<file path="src/rtl/lcd_ctrl.sv">
// HD44780-style write sequencer driven by a memory-mapped LCD register.
// It keeps one pending command (newest wins) and counts commands overwritten before issue.
module lcd_ctrl #(
  parameter int T_SETUP = 2,
  parameter int T_EN    = 12,
  parameter int T_HOLD  = 2,
  parameter int T_EXEC  = 2000
) (
  input  logic        i_clk,
  input  logic        i_reset,
  input  logic [31:0] i_io_lcd,
  output logic [7:0]  o_lcd_data,
  output logic        o_lcd_rs,
  output logic        o_lcd_rw,
  output logic        o_lcd_en,
  output logic        o_lcd_on,
  output logic        o_busy,
  output logic [7:0]  o_ovf_cnt
);
  localparam int T_M1  = (T_SETUP > T_EN) ? T_SETUP : T_EN;
  localparam int T_M2  = (T_HOLD > T_EXEC) ? T_HOLD : T_EXEC;
  localparam int T_MAX = (T_M1 > T_M2) ? T_M1 : T_M2;
  localparam int CW    = (T_MAX > 1) ? $clog2(T_MAX) : 1;

  typedef enum logic [2:0] {S_IDLE, S_SETUP, S_PULSE, S_HOLD, S_EXEC} state_t;

  state_t        r_state, w_nstate;
  logic [CW-1:0] r_cnt, w_ncnt;
  logic [8:0]    r_last, r_pend;
  logic          r_pend_v;
  logic [7:0]    r_data, r_ovf;
  logic          r_rs, r_en, r_on;
  logic          w_on, w_chg, w_consume, w_load, w_en_nxt;
  logic          w_unused;

  assign w_on      = i_io_lcd[31];
  assign w_chg     = (i_io_lcd[8:0] != r_last);
  assign w_consume = (r_state == S_IDLE) && r_pend_v && w_on;
  assign w_unused  = ^i_io_lcd[30:9];

  // State register
  always_ff @(posedge i_clk or negedge i_reset) begin
    if (!i_reset) begin
      r_state <= S_IDLE;
      r_cnt   <= '0;
    end else begin
      r_state <= w_nstate;
      r_cnt   <= w_ncnt;
    end
  end

  // Next-state logic
  always_comb begin
    w_nstate = r_state;
    w_ncnt   = r_cnt;
    case (r_state)
      S_IDLE:  if (w_consume) begin w_nstate = S_SETUP; w_ncnt = CW'(T_SETUP - 1); end
      S_SETUP: if (r_cnt == '0) begin w_nstate = S_PULSE; w_ncnt = CW'(T_EN - 1); end
               else w_ncnt = r_cnt - 1'b1;
      S_PULSE: if (r_cnt == '0) begin w_nstate = S_HOLD; w_ncnt = CW'(T_HOLD - 1); end
               else w_ncnt = r_cnt - 1'b1;
      S_HOLD:  if (r_cnt == '0) begin w_nstate = S_EXEC; w_ncnt = CW'(T_EXEC - 1); end
               else w_ncnt = r_cnt - 1'b1;
      S_EXEC:  if (r_cnt == '0) w_nstate = S_IDLE;
               else w_ncnt = r_cnt - 1'b1;
      default: begin w_nstate = S_IDLE; w_ncnt = '0; end
    endcase
  end

  // Output decode; EN is registered from the next state so it is high exactly in PULSE
  always_comb begin
    w_load   = (r_state == S_IDLE) && (w_nstate == S_SETUP);
    w_en_nxt = (w_nstate == S_PULSE);
  end

  always_ff @(posedge i_clk or negedge i_reset) begin
    if (!i_reset) begin
      r_data <= '0;
      r_rs   <= 1'b0;
      r_en   <= 1'b0;
      r_on   <= 1'b0;
    end else begin
      r_en <= w_en_nxt;
      r_on <= w_on;
      if (w_load) begin
        r_data <= r_pend[7:0];
        r_rs   <= r_pend[8];
      end
    end
  end

  // Change capture into the single pending slot; a capture in the consume cycle is not an overwrite
  always_ff @(posedge i_clk or negedge i_reset) begin
    if (!i_reset) begin
      r_last   <= '0;
      r_pend   <= '0;
      r_pend_v <= 1'b0;
      r_ovf    <= '0;
    end else begin
      r_last <= i_io_lcd[8:0];
      if (!w_on) begin
        r_pend_v <= 1'b0;
      end else if (w_chg) begin
        r_pend   <= i_io_lcd[8:0];
        r_pend_v <= 1'b1;
        if (r_pend_v && !w_consume && r_ovf != 8'hFF) r_ovf <= r_ovf + 8'd1;
      end else if (w_consume) begin
        r_pend_v <= 1'b0;
      end
    end
  end

  assign o_lcd_data = r_data;
  assign o_lcd_rs   = r_rs;
  assign o_lcd_rw   = 1'b0;
  assign o_lcd_en   = r_en;
  assign o_lcd_on   = r_on;
  assign o_busy     = (r_state != S_IDLE) || r_pend_v;
  assign o_ovf_cnt  = r_ovf;
endmodule

</file>
<file path="config.mk">
export PLATFORM = sky130hd
export DESIGN_NAME = lcd_ctrl
export DESIGN_NICKNAME = d
export VERILOG_FILES = /design/src/rtl/lcd_ctrl.sv
export SDC_FILE = /design/constraint.sdc
export NUM_CORES = 1
export LEC_CHECK = 0
export CAP_MARGIN = 40
export CORE_ASPECT_RATIO = 0.75
export CORE_MARGIN = 10
export CORE_UTILIZATION = 45
export CTS_CLUSTER_DIAMETER = 50
export DETAILED_ROUTE_END_ITERATION = 12
export GPL_TIMING_DRIVEN = 0
export PLACE_DENSITY_LB_ADDON = 0.15
export SYNTH_ARGS = -nofsm -noshare
export SYNTH_HDL_FRONTEND = slang
export SYNTH_SLANG_ARGS = --single-unit
</file>
<file path="constraint.sdc">
create_clock -name i_clk -period 2.1 [get_ports i_clk]
set_input_delay 0.42 -clock i_clk [delete_from_list [all_inputs] [get_ports i_clk]]
set_output_delay 0.42 -clock i_clk [all_outputs]
set_load 0.05 [all_outputs]
</file>
==> impl_metrics.py <==
metrics = {
    "logic_synthesis": {
        "yosys_register_bits": 52,
        "synth_warnings": 0,
        "yosys.area_share.simple_pct": 16.9,
        "synth-compound-area-share_pct": 11.2,
        "syn_area_um2": 2460,
        "synth_top_family_by_area": "simple AND/OR/NAND/NOR gates",
        "synthMuxAreaShare_pct": 9.11,
        "async_reset_ff_share_pct": 100,
        "ys_types": 48,
        "synth_xor_area_share_pct": 5.70,
        "synth_fp_nets": 258,
        "synthAdderAreaFrac_pct": 1.53,
        "ys_seq_area_share_pct": 52.9,
        "synth_ff_type": "dfrtp_1",
        "avgSynthCellArea_um2": 11.1,
        "synth-edff-count": 0,
        "synthCells": 221,
    },
    "setup_path": {
        "slowest_delay_ns": 0.46,
        "crit_slowest_cell": "or4b_4",
        "start_kind": "register",
        "worstPathRequired_ns": 2.34,
        "crit_buf_inv": 3,
        "critPathLaunch": "r_cnt[0]",
        "criticalPathCategory": "reg2reg",
        "critical_path.top_delay_family": "simple AND/OR/NAND/NOR gates",
        "critPathCaptureType": "register",
        "arrival_ns": 2.50,
        "worstPathMaxFanout": 5,
        "path_cells": "inv_2, ha_4, or4b_4, or3_1, buf_6, a2111oi_4, buf_4, a211o_1",
        "r2r-start": "r_cnt[0]",
    },
    "global_routing": {
        "grt_pass1_vias": 1880,
        "grt.total_usage_pct": 12.4,
        "grt_first_pass_wirelength_mm": 9.25,
        "antenna_found_initial": 0,
        "grt_overflow": 0,
        "grt_max_degree": 31,
    },
    "sta": {
        "worst_clock_skew_ns": 0.00743,
        "fin_crit_ns": 2.26,
        "slew_headroom_pct": 55.9,
        "hold_violations": 0,
        "clock.fmax_ghz": 0.443,
        "setup_tns_ns": -0.992,
        "maxSlewViolCount": 0,
        "rsz0062_at_grt": "true",
        "timing.final.crit_share_pct": 108,
        "timing.hold.ws_ns": 0.0890,
        "setup_slack_ns": -0.160,
        "worstMarginPinSlew_ns": 0.661,
        "setup_viol": 9,
    },
    "drt": {
        "vias": 1857,
        "totalWireLength_mm": 5.60,
        "drcViolationCount": 0,
        "drt_iter0_drc": 60,
        "postRouteAntennaNets": 0,
        "wire_per_inst_um": 16.2,
        "vias_per_cell": 5.37,
        "first_pass_iters": 4,
    },
    "cts": {
        "clk_pin_slew_ns": 0.10,
        "root_buffer": "clkbuf_8",
        "h-tree-depth": 2,
        "clk_latency_ns": 0.30,
        "cts.sinks": 52,
        "numCtsBuffers": 5,
        "tritoncts": "yes",
        "clk_path_buf_depth": 2,
        "hold_buffers": 0,
    },
    "layout": {
        "drive_gt1_share_pct": 27.7,
        "layout.nets": 307,
        "area_delta_synth_final_pct": 32.6,
        "n_antenna_cell": 0,
        "fin_area_um2": 3260,
        "fillCellCount": 432,
    },
    "pwr": {
        "ir_drop_v": 0.000759,
        "total_leakage_power_nw": 1.36,
        "internal-power_mw": 2.50,
        "p_sw_mw": 1.93,
        "clockPowerShare_pct": 13.6,
        "power.density_nw_per_um2": 1360,
        "finalPower_mw": 4.42,
        "seqPwrFrac_pct": 35.5,
        "netSwitchingFraction_pct": 43.5,
        "combPwrFrac_pct": 50.9,
    },
    "run_status": {
        "outcome": "complete, but fails checks",
        "violations": "negative setup slack",
    },
    "run": {
        "drv_cap": 0,
    },
    "floorplan": {
        "die_x_um": 105,
        "die_h_um": 84.0,
        "start_util_pct": 46.2,
        "rows": 23,
        "num_io_pins": 55,
        "core_um2": 5320,
        "die_area_um2": 8850,
    },
    "worst_hold_path": {
        "worstHoldPathType": "in2async",
    },
    "placed_design": {
        "gp_congestion": 0.815,
        "portBuffers": 31,
        "dp.final_hpwl_mm": 3.82,
        "dpl_cell_area_um2": 2890,
        "pre_cts_ws_ns": -0.792,
    },
}
-- sequential cells by signal (all words and copies together) (netlist names), 3 cells and up --
register    count
o_lcd_data      8
o_ovf_cnt       8
r_cnt          11
r_last          9
r_pend          9
r_state         3
-- routing by layer --
metal	vias up	track usage (%)	part of all wire (%)
li1	897	-	-
met1	903	17.4	50
met2	53	17.8	43
met3	4	3.78	6.0
met4	0	3.48	0.68
met5	-	0	0
-- layout by cell type, fill, tap and decap left out, types with 3 or more instances in the layout --
master	count
a21oi_1	5
nand3_1	8
nand2_1	14
nor3_1	8
nand2b_1	3
buf_6	3
buf_4	12
o21ai_0	5
xor2_1	8
mux2_2	19
xnor2_1	8
or3_1	3
clkbuf_8	6
nor2_1	14
nand3_2	3
dfrtp_1	52
clkdlybuf4s50_1	29
-- kinds of logic (layout without fill, tap and decap cells) --
kind of cell    Yosys count  after routing
buf+inv                  13             63
other cells               1              1
fa+ha+maj                 3              3
mux                      20             20
flops                    52             52
xor+xnor                 16             16
simple gates             79             79
compound gates           37             37
-- layout make-up --
cell class	count	area [um^2]	area share (%)
sequential	52	1300	39.9
multi-input combinational	156	1270	38.9
timing repair buffer	45	440	13.5
tap	75	93.8	2.88
clock buffer	6	82.6	2.53
buffer	7	46.3	1.42
clock inverter	2	15.0	0.461
inverter	3	11.3	0.345
-- timing repair --
item                       CTS  global route
cloned                       0             0
pin swaps                    8            10
setup endpoints to repair   25            23
gates resized for setup     17            28
setup buffers                9             3
-- worst register-to-register path, delay by kind of cell, from the launching register on --
kind / cells / cell delay, ns
flip-flops: 1 / 0.43
adder cells (fa/ha/maj): 1 / 0.12
buffers and inverters: 3 / 0.44
AO/OA/AOI/OAI: 2 / 0.42
AND/OR/NAND/NOR: 2 / 0.79
-- through the flow --
step,std cells,util [%]
global placement,327,53.8
finish,346,61.2
CTS,345,58.5
detailed placement,329,54.2
global route,346,61.2
floorplan,221,-
-- worst paths after layout --
| path | depth (start not counted) | end | slack, ns |
|---|---|---|---|
| worst max-delay path | 8 | r_cnt[1] | -0.16 |
| worst min-delay path | 1 | r_cnt[5] | 0.09 |
| worst max register to register | 8 | r_cnt[1] | -0.16 |
| worst min register to register | 1 | o_ovf_cnt[5] | 0.50 |
| max in group asynchronous | 2 | r_cnt[1] | 1.47 |
| min in group i_clk | 1 | o_ovf_cnt[5] | 0.50 |
-- synthesized netlist by cell type, types with 2 or more instances --
master    count  area share, %
inv_1         3           0.46
nor3_1       12            2.4
nand2_1      15            2.3
mux2_2       19            8.7
dfrtp_1      52             53
o41ai_1       2           0.71
a211oi_1      3           0.92
and2_1        3           0.76
or4_1         2           0.61
a31oi_1       3           0.76
ha_1          3            1.5
nor2_1       14            2.1
nor2b_1       2           0.51
nand2b_1      3           0.76
clkbuf_1      6           0.92
or3_1         5            1.3
and3_1        2           0.51
nand4_1       2           0.51
o21ai_0       7            1.4
xor2_1        8            2.8
xnor2_1       8            2.8
a21o_1        2           0.61
a21oi_1       7            1.4
nand3_1      12            2.4
nor3b_1       2           0.61
a211o_1       2           0.71
-- power by group through the flow --
stage / clock network [mW] / logic, mW / registers, mW
6_report: 0.600 / 2.25 / 1.57
5_1_grt: 0.665 / 2.44 / 1.62
4_1_cts: 0.623 / 2.05 / 1.54
3_5_place_dp: 0 / 1.90 / 1.56
3_3_place_gp: 0 / 1.87 / 1.55
2_1_floorplan: 0 / 0.868 / 2.00
Note: power is estimated with default switching activity, not from simulation.
